File: src/rtl/bcd_pkg.sv
// -----------------------------------------------------------------------------
// bcd_pkg
// Shared types and constants for the two-digit BCD tick counter.
//   BCD_W       width of one BCD digit
//   BCD_MAX     largest legal digit value (9)
//   bcd_t       one BCD digit
//   scan_idx_t  which digit the display scanner is currently driving
// -----------------------------------------------------------------------------
package bcd_pkg;

  localparam int         BCD_W   = 4;
  localparam logic [3:0] BCD_MAX = 4'd9;

  typedef logic [BCD_W-1:0] bcd_t;

  typedef enum logic {
    SCAN_UNITS = 1'b0,
    SCAN_TENS  = 1'b1
  } scan_idx_t;

endpackage

File: src/rtl/bcd_digit.sv
// -----------------------------------------------------------------------------
// bcd_digit
// One decade of a BCD up/down counter. Chain two of them by feeding the wrap
// output of the lower digit into the step input of the next one.
// Ports:
//   clk    in   system clock, rising edge
//   rst_n  in   asynchronous active-low reset, digit -> 0
//   step   in   advance the digit by one on this edge
//   up_dn  in   1 = count up, 0 = count down
//   clear  in   synchronous clear to 0, wins over step
//   digit  out  current digit value, always 0..9
//   wrap   out  combinational: this step carries/borrows into the next digit
// -----------------------------------------------------------------------------
module bcd_digit
  import bcd_pkg::*;
(
  input  logic clk,
  input  logic rst_n,
  input  logic step,
  input  logic up_dn,
  input  logic clear,
  output bcd_t digit,
  output logic wrap
);

  // Digit register. Clear wins over step; the explicit wrap values keep the
  // digit inside 0..9 so codes 10-15 are never produced.
  always_ff @(posedge clk or negedge rst_n) begin
    if (!rst_n) begin
      digit <= '0;
    end else if (clear) begin
      digit <= '0;
    end else if (step) begin
      if (up_dn) begin
        digit <= (digit == BCD_MAX) ? '0 : digit + 4'd1;
      end else begin
        digit <= (digit == '0) ? BCD_MAX : digit - 4'd1;
      end
    end
  end

  // A wrap happens when stepping past the end of the decade in the current
  // direction: 9 going up, 0 going down.
  assign wrap = step & (up_dn ? (digit == BCD_MAX) : (digit == '0));

endmodule

File: src/rtl/bcd_tick_counter.sv
// -----------------------------------------------------------------------------
// bcd_tick_counter
// Two-digit BCD up/down counter (00..99) stepped by a clock prescaler, with a
// time-multiplexed scanner that drives a 2-digit 7-segment display.
// Ports:
//   clk        in   system clock, rising edge
//   rst_n      in   asynchronous active-low reset
//   ena        in   block enable; low freezes every register
//   count_en   in   prescaler / count enable
//   up_dn      in   1 = up, 0 = down, sampled on the tick cycle
//   clear      in   synchronous clear of digits and prescaler (needs ena)
//   bcd_out    out  selected digit, to the BCD-to-7-segment decoder
//   digit_sel  out  one-hot digit common: [0] units, [1] tens
//   carry      out  one-cycle pulse after a 99->00 or 00->99 wrap
// Parameters:
//   PRESCALE   enabled clk cycles per count step (>= 1)
//   SCAN_DIV   enabled clk cycles per scan slot (>= 1)
// Build option:
//   BLANK_LEADING_ZERO_EN  when defined, a tens digit of 0 is blanked
//                          (digit_sel = 2'b00, bcd_out = 0 in the tens slot)
// -----------------------------------------------------------------------------
module bcd_tick_counter
  import bcd_pkg::*;
#(
  parameter int PRESCALE = 1000,
  parameter int SCAN_DIV = 64
) (
  input  logic       clk,
  input  logic       rst_n,
  input  logic       ena,
  input  logic       count_en,
  input  logic       up_dn,
  input  logic       clear,
  output logic [3:0] bcd_out,
  output logic [1:0] digit_sel,
  output logic       carry
);

  localparam int            PW       = (PRESCALE > 1) ? $clog2(PRESCALE) : 1;
  localparam int            SW       = (SCAN_DIV > 1) ? $clog2(SCAN_DIV) : 1;
  localparam logic [PW-1:0] PRE_LAST = PW'(PRESCALE - 1);
  localparam logic [SW-1:0] SCN_LAST = SW'(SCAN_DIV - 1);

  logic [PW-1:0] prescale;
  logic          tick;
  logic          clr_eff;
  bcd_t          units_digit;
  bcd_t          tens_digit;
  logic          units_wrap;
  logic          tens_wrap;
  logic [SW-1:0] scan_cnt;
  logic          scan_wrap;
  scan_idx_t     scan_idx;
  scan_idx_t     scan_idx_next;

  // ena gates everything, so tick and clear are both qualified with it here
  // and the digit cells never need to see ena themselves.
  assign tick    = ena & count_en & (prescale == PRE_LAST);
  assign clr_eff = ena & clear;

  // Prescaler: counts enabled cycles and wraps on the tick edge. With
  // PRESCALE = 1 PRE_LAST is 0, so every enabled cycle is a tick.
  always_ff @(posedge clk or negedge rst_n) begin
    if (!rst_n) begin
      prescale <= '0;
    end else if (clr_eff) begin
      prescale <= '0;
    end else if (ena && count_en) begin
      prescale <= tick ? '0 : prescale + PW'(1);
    end
  end

  bcd_digit u_units (
    .clk   (clk),
    .rst_n (rst_n),
    .step  (tick),
    .up_dn (up_dn),
    .clear (clr_eff),
    .digit (units_digit),
    .wrap  (units_wrap)
  );

  bcd_digit u_tens (
    .clk   (clk),
    .rst_n (rst_n),
    .step  (units_wrap & tick),
    .up_dn (up_dn),
    .clear (clr_eff),
    .digit (tens_digit),
    .wrap  (tens_wrap)
  );

  // Carry pulse: a tens wrap is by construction a whole-counter wrap. It is
  // suppressed by clear (clear wins over the tick) and held while ena is low.
  always_ff @(posedge clk or negedge rst_n) begin
    if (!rst_n) begin
      carry <= 1'b0;
    end else if (ena) begin
      carry <= tens_wrap & ~clr_eff;
    end
  end

  // Scanner state register: slot counter plus the digit index it toggles.
  // Runs whenever ena is high, regardless of count_en or clear.
  always_ff @(posedge clk or negedge rst_n) begin
    if (!rst_n) begin
      scan_cnt <= '0;
      scan_idx <= SCAN_UNITS;
    end else if (ena) begin
      scan_cnt <= scan_wrap ? '0 : scan_cnt + SW'(1);
      scan_idx <= scan_idx_next;
    end
  end

  assign scan_wrap = (scan_cnt == SCN_LAST);

  // Scanner next-state: flip to the other digit at the end of each slot.
  always_comb begin
    scan_idx_next = scan_idx;
    if (scan_wrap) begin
      scan_idx_next = (scan_idx == SCAN_UNITS) ? SCAN_TENS : SCAN_UNITS;
    end
  end

  // Scanner outputs: decoded only from registers (scan index and the digit
  // registers), so digit_sel is glitch-free and can never be 2'b11, and
  // bcd_out follows a digit update in the same cycle the register changes.
  always_comb begin
    digit_sel = 2'b01;
    bcd_out   = units_digit;
    if (scan_idx == SCAN_TENS) begin
`ifdef BLANK_LEADING_ZERO_EN
      if (tens_digit == '0) begin
        digit_sel = 2'b00;
        bcd_out   = '0;
      end else begin
        digit_sel = 2'b10;
        bcd_out   = tens_digit;
      end
`else
      digit_sel = 2'b10;
      bcd_out   = tens_digit;
`endif
    end
  end

endmodule

File: config.mk
export PLATFORM = sky130hd
export DESIGN_NAME = bcd_tick_counter
export DESIGN_NICKNAME = d
export VERILOG_FILES = /design/src/rtl/bcd_pkg.sv /design/src/rtl/bcd_digit.sv /design/src/rtl/bcd_tick_counter.sv
export SDC_FILE = /design/constraint.sdc
export NUM_CORES = 1
export LEC_CHECK = 0
export ABC_AREA = 1
export BUFFER_PORTS_ARGS = -buffer_cell sky130_fd_sc_hd__buf_4
export CORE_ASPECT_RATIO = 0.8
export CORE_MARGIN = 2
export CORE_UTILIZATION = 50
export DETAILED_ROUTE_END_ITERATION = 8
export MAX_ROUTING_LAYER = met4
export PLACE_DENSITY = 0.69
export SYNTH_ARGS = -nofsm -noshare
export SYNTH_HDL_FRONTEND = slang
export SYNTH_HIERARCHICAL = 1
export SYNTH_SLANG_ARGS = --single-unit
File: constraint.sdc
create_clock -name clk -period 2.1 [get_ports clk]
set_input_delay 0 -clock clk [delete_from_list [all_inputs] [get_ports clk]]
set_output_delay 0 -clock clk [all_outputs]
set_load 0.005 [all_outputs]
==> results of run 1 <==
flip-flops by register name, summed over array words and instances (netlist names):
signal         flops
carry              1
u_units/digit      4
prescale          10
scan_idx           1
u_tens/digit       4
scan_cnt           6
timing repair:
| item | CTS | global route |
|---|---|---|
| hold buffers | 2 | 0 |
| endpoints found under the setup margin | 0 | 3 |
| gates resized for setup | 0 | 3 |
| endpoints found under the hold margin | 27 | 0 |
stage by stage:
step | hold slack (ns) | power [W] | util | cell area (µm²)
after global placement | -0.07161 | 0.0009161 | 0.5615 | 1936
after global routing | 0.04747 | 0.001410 | 0.5902 | 2034
after floorplan | -0.2956 | 0.0008301 | - | 1797
final | 0.03107 | 0.001325 | 0.5902 | 2034
after detailed placement | -0.06982 | 0.0009224 | 0.5615 | 1936
after CTS | 0.02488 | 0.001345 | 0.5880 | 2027
where the power goes:
| part | total, W | leakage (nW) | switching, W | internal [W] |
|---|---|---|---|---|
| clock | 0.000413 | 0.0357 | 0.000158 | 0.000255 |
| sequential | 0.000647 | 0.344 | 0.0000786 | 0.000569 |
| combinational | 0.000265 | 0.651 | 0.000146 | 0.000119 |
| total | 0.00133 | 1.03 | 0.000382 | 0.000943 |
cell usage after synthesis:
cell      instances
xnor2_1           1
nor3_1            1
inv_1            32
nand2_4           4
o21bai_1          1
nand3_1          22
nand3_4           1
inv_2             2
o22ai_1           2
o21ai_0           6
ha_1             10
dfrtp_1          26
or2_1             2
nor3_4            1
nand2_1          70
nor2_2            1
a21oi_1           8
nand4_1           3
a21oi_2           2
nor2_1           32
nor2_4            1
o211ai_1          2
buf_4             1
nor3b_1           2
xor2_1            6
buf_6             1
nand3_2           5
cells by family (layout without fill, tap and decap cells):
kind of cell | Yosys count | in the layout | share of synthesized area
simple gates | 145 | 145 | 0.3844
buf+inv | 36 | 54 | 0.08148
flops | 26 | 26 | 0.3621
compound gates | 21 | 21 | 0.06825
fa+ha+maj | 10 | 10 | 0.06964
xor+xnor | 7 | 7 | 0.03412
worst paths after layout:
check | end | depth (start not counted) | start
setup reg to reg | u_tens/digit[2] | 15 | prescale[0]
min in group asynchronous | u_tens/digit[0] | 2 | rst_n
hold / removal | scan_cnt[1] | 3 | ena
max in group asynchronous | u_units/digit[2] | 2 | rst_n
hold reg to reg | scan_cnt[2] | 1 | scan_cnt[2]
setup / recovery | u_tens/digit[2] | 15 | prescale[0]
routing by layer:
layer,track usage,part of all wire,vias to the layer above
met2,0.2644,0.43,36
met3,0.04696,0.052,2
li1,-,-,810
met5,-,0,-
met4,0.04313,0.0054,0
met1,0.2801,0.51,681
final cells by class:
cell class	count	area, µm²
Fill cell	324	1413
Multi-Input combinational cell	183	1007
Sequential cell	26	650.6
Inverter	34	127.6
Timing Repair Buffer	16	125.1
Tap cell	42	52.55
Clock buffer	3	41.29
Clock inverter	1	30.03
tightest hold or removal path, cell delays in order:
cell,delay [ns]
buf_4,0.16
nand2_1,0.06
nand2_1,0.05
==> results.json, run 1 <==
{
  "dpl.hpwl_mm": 2.626,
  "synth_top_cell_by_area": "dfrtp_1",
  "grt_usage": 0.1899,
  "drc": 0,
  "drv_slew": 0,
  "initial_core_util": 0.5212,
  "h-tree-depth": 1,
  "io_pins": 13,
  "relSlewSlack": 0.7783,
  "status": "completed",
  "hold_class": "in2reg",
  "cts.sinks": 26,
  "coreArea_um2": 3447,
  "die_width_um": 71.02,
  "fin_cells": 305,
  "final_layout_size_suffix_gt1_frac": 0.1445,
  "setup_violations": 0,
  "dieHeight_um": 57.62,
  "finalClockSkew_ns": 0.002991,
  "clkTransAtPathRegs_ns": 0.09,
  "syn-num-nets": 261,
  "synth.top_cell.area_share": 0.3621,
  "ys_warn_count": 6,
  "diodes": 0,
  "maxCapViolCount": 0,
  "grt_max_degree": 27,
  "wl_per_cell_um": 11.43,
  "crit_arrival_ns": 2.13,
  "syn_inst": 245,
  "viasPerCell": 5.013,
  "dp_cells": 299,
  "die-area_um2": 4092,
  "grt_pass1_wl_mm": 6.023,
  "synthToLayoutAreaGrowth_pct": 13.23,
  "ys_seq_area_frac": 0.3621,
  "cts_tree": "built",
  "clock.fmax_mhz": 520.9,
  "setup_ws_ns": 0.1802,
  "hold_violations": 0,
  "fin_crit_ns": 1.920,
  "avgSynthCellArea_um2": 7.334,
  "ant_nets": 0,
  "slowest_stage": "dfrtp_1",
  "synth_area_leaders": "dfrtp_1, nand2_1, ha_1, inv_1, nor2_1",
  "nNetsFinal": 280,
  "drt_iter0_markers": 97,
  "total_leakage_power_nw": 1.031,
  "mostFrequentLayoutCells": "nand2_1, inv_1, nor2_1",
  "final.period_utilization": 0.9142,
  "critPathBufInv": 4,
  "required_ns": 2.31,
  "clk_latency_ns": 0.27,
  "antenna_found_initial": 0,
  "grt_pass1_vias": 1346,
  "worst_ir_drop_vdd_uv": 400.3,
  "path_cells": "ha_1 > nand2_1 > nor2_2 > nand3_4 > inv_1 > inv_1 > a21oi_1 > inv_1 > nor2_2 > inv_1 > nand2_1 > nand3_1 > nand2_1 > nand2_1 > a21oi_2",
  "synth_cell_types": 27,
  "vias": 1529,
  "cts_setup_buffers": 0,
  "cts_buffers": 3,
  "fin_setup_tns_ns": 0,
  "totalWireLength_mm": 3.487,
  "first_pass_iters": 4,
  "std_cell_rows": 19,
  "power.density_nw_per_um2": 651.5,
  "crit_family": "simple AND/OR/NAND/NOR gates",
  "crit_path_end_kind": "flip-flop",
  "worst_slew_pin_slew_ns": 0.3326,
  "cp_max_fo": 4,
  "critPathMaxStageDelay_ns": 0.39,
  "rsz0062_at_grt": "no",
  "synth-seq-cells": 26,
  "post-place-ws_ns": 0.09328,
  "syn_area_um2": 1797,
  "port_buffers": 12,
  "layout_commonest_cell": "nand2_1",
  "worst-setup-path-type": "reg2reg",
  "start_kind": "flip-flop",
  "cts_root_buffer": "clkbuf_8",
  "overflow": 0,
  "clockBufferDepth": 2,
  "ff2ff_setup_slack_ns": 0.18,
  "gp_congestion": 0.8397
}
Note: power is estimated with default switching activity, not from simulation.
==> run 2, diff against run 1 <==
==> constraint.sdc (replaced) <==
create_clock -name clk -period 2.1 [get_ports clk]
set_input_delay 0.42 -clock clk [delete_from_list [all_inputs] [get_ports clk]]
set_output_delay 0.42 -clock clk [all_outputs]
set_load 0.005 [all_outputs]
==> run 2 against run 1 <==
Against the previous run: routed wire length grew 0.29%; first-iteration DRC count is 8.2% higher; final cell count stayed put; clock skew is 0.00098 ns lower; non-clock buffer count unchanged; via count is 2.2% higher; total power grew 0.37%; hold slack improved by 0.0096 ns; die area unchanged; sequential cell count unchanged; critical endpoint is now u_tens/digit[1]; largest cell class unchanged.
==> results.json, run 2 (synthesized netlist as in run 1, its figures left out) <==
{
  "fin_cells": 305,
  "port_buffers": 12,
  "clk_latency_ns": 0.27,
  "hold_violations": 0,
  "vias": 1563,
  "cts_root_buffer": "clkbuf_8",
  "diodes": 0,
  "largest_reg_flops": 10,
  "seq_power_share": 0.486,
  "totalWireLength_mm": 3.497,
  "rsz0062_at_grt": "no",
  "viasPerCell": 5.125,
  "h-tree-depth": 1,
  "std_cell_rows": 19,
  "cts_buffers": 3,
  "wl_per_cell_um": 11.47,
  "seqCellArea_um2": 650.6,
  "fin_crit_ns": 1.910,
  "status": "completed",
  "die-area_um2": 4092,
  "overflow": 0,
  "finalClockSkew_ns": 0.002011,
  "cts_hold_buffers": 0,
  "maxCapViolCount": 0,
  "clock.fmax_mhz": 523.7,
  "crit_arrival_ns": 2.11,
  "drt_iter0_markers": 105,
  "antenna_found_initial": 0,
  "total_leakage_power_nw": 1.028,
  "synthToLayoutAreaGrowth_pct": 13.09,
  "fillers": 314,
  "cts.sinks": 26,
  "reg_top3": "prescale x10, scan_cnt x6",
  "p_clk_frac": 0.311,
  "relSlewSlack": 0.7739,
  "drv_slew": 0,
  "cp_max_fo": 4,
  "setup_violations": 0,
  "holdWs_ns": 0.04065,
  "dpl.hpwl_mm": 2.633,
  "final_layout_size_suffix_gt1_frac": 0.1635,
  "grt_max_degree": 27,
  "gp_congestion": 0.8479,
  "fin_setup_tns_ns": 0,
  "switching_share": 0.2888,
  "pwr-share-comb": 0.203,
  "intPower_w": 0.0009461,
  "crit_path_end_kind": "flip-flop",
  "nNetsFinal": 280,
  "final.period_utilization": 0.9094,
  "die_width_um": 71.02,
  "grt_pass1_vias": 1395,
  "clockBufferDepth": 2,
  "start_kind": "flip-flop",
  "required_ns": 2.30,
  "clkTransAtPathRegs_ns": 0.09,
  "power.density_nw_per_um2": 654.6,
  "drc": 0,
  "dieHeight_um": 57.62,
  "worst_slew_pin_slew_ns": 0.3392,
  "mostFrequentLayoutCells": "nand2_1, inv_1, nor2_1",
  "cts_tree": "built",
  "worst_ir_drop_vdd_uv": 444.4,
  "grt_pass1_wl_mm": 6.161,
  "multi_input_area_um2": 1010,
  "dp_cells": 299,
  "layout_commonest_cell": "nand2_1",
  "coreArea_um2": 3447,
  "io_pins": 13,
  "top_register": "prescale",
  "hold_class": "in2async",
  "grt_usage": 0.1948,
  "power.switching_w": 0.0003841,
  "p_total_w": 0.001330,
  "worst-setup-path-type": "reg2reg",
  "initial_core_util": 0.5212,
  "ant_nets": 0,
  "first_pass_iters": 4
}
[run 2: path summary, 6_finish.rpt]
check / start / to / slack (ns) / cells after the start
max in group asynchronous: rst_n / u_units/digit[0] / 1.81 / 1
setup / recovery: prescale[0] / u_tens/digit[1] / 0.19 / 13
hold reg to reg: scan_cnt[3] / scan_cnt[3] / 0.49 / 1
hold / removal: rst_n / u_tens/digit[0] / 0.04 / 1
min in group clk: clear / carry / 0.38 / 2
setup reg to reg: prescale[0] / u_tens/digit[1] / 0.19 / 13
[run 2: critical path, stage by stage (launching register included)]
cell and delay (ns):
dfrtp_1 0.39, ha_2 0.19, nand2_1 0.08, nor2_2 0.13, nand3_4 0.09, inv_2 0.07, inv_1 0.07, a21oi_1 0.12
inv_1 0.06, nor2_2 0.13, inv_1 0.10, nor2_1 0.18, o211ai_1 0.12, o22ai_1 0.11
[run 2: timing repair]
action	4_1_cts	5_1_grt
endpoints found under the setup margin	0	5
gates resized for setup	0	6
hold endpoints to repair	0	0
setup buffers	0	2
[run 2: power groups by stage]
stage / Combinational (W) / Clock, W / Sequential (W)
3_3_place_gp: 0.000262 / 0 / 0.000656
2_1_floorplan: 0.000194 / 0 / 0.000636
5_1_grt: 0.000314 / 0.000445 / 0.000661
3_5_place_dp: 0.000268 / 0 / 0.000657
6_report: 0.000270 / 0.000414 / 0.000646
4_1_cts: 0.000269 / 0.000429 / 0.000647
[run 2: area by class of cell]
type                       count  share of cell area
timing repair buffer          16             0.05911
multi-input combinational    183              0.4969
inverter                      34             0.06281
sequential                    26              0.3202
clock buffer                   3             0.02032
clock inverter                 1             0.01478
tap                           42             0.02586
[run 2: stage by stage]
stage	utilization	setup slack, ns	instance area [µm²]
after global routing	0.5895	0.01297	2032
final	0.5895	0.1904	2032
after CTS	0.5822	0.09866	2007
after floorplan	-	0.2337	1797
after detailed placement	0.5615	0.1193	1936
after global placement	0.5615	0.1806	1936
[run 2: layer usage]
metal / up-vias / track usage / part of all wire
li1: 812 / - / -
met1: 724 / 0.2791 / 0.51
met2: 23 / 0.2844 / 0.44
met3: 4 / 0.04174 / 0.036
met4: 0 / 0.04852 / 0.0074
met5: - / - / 0
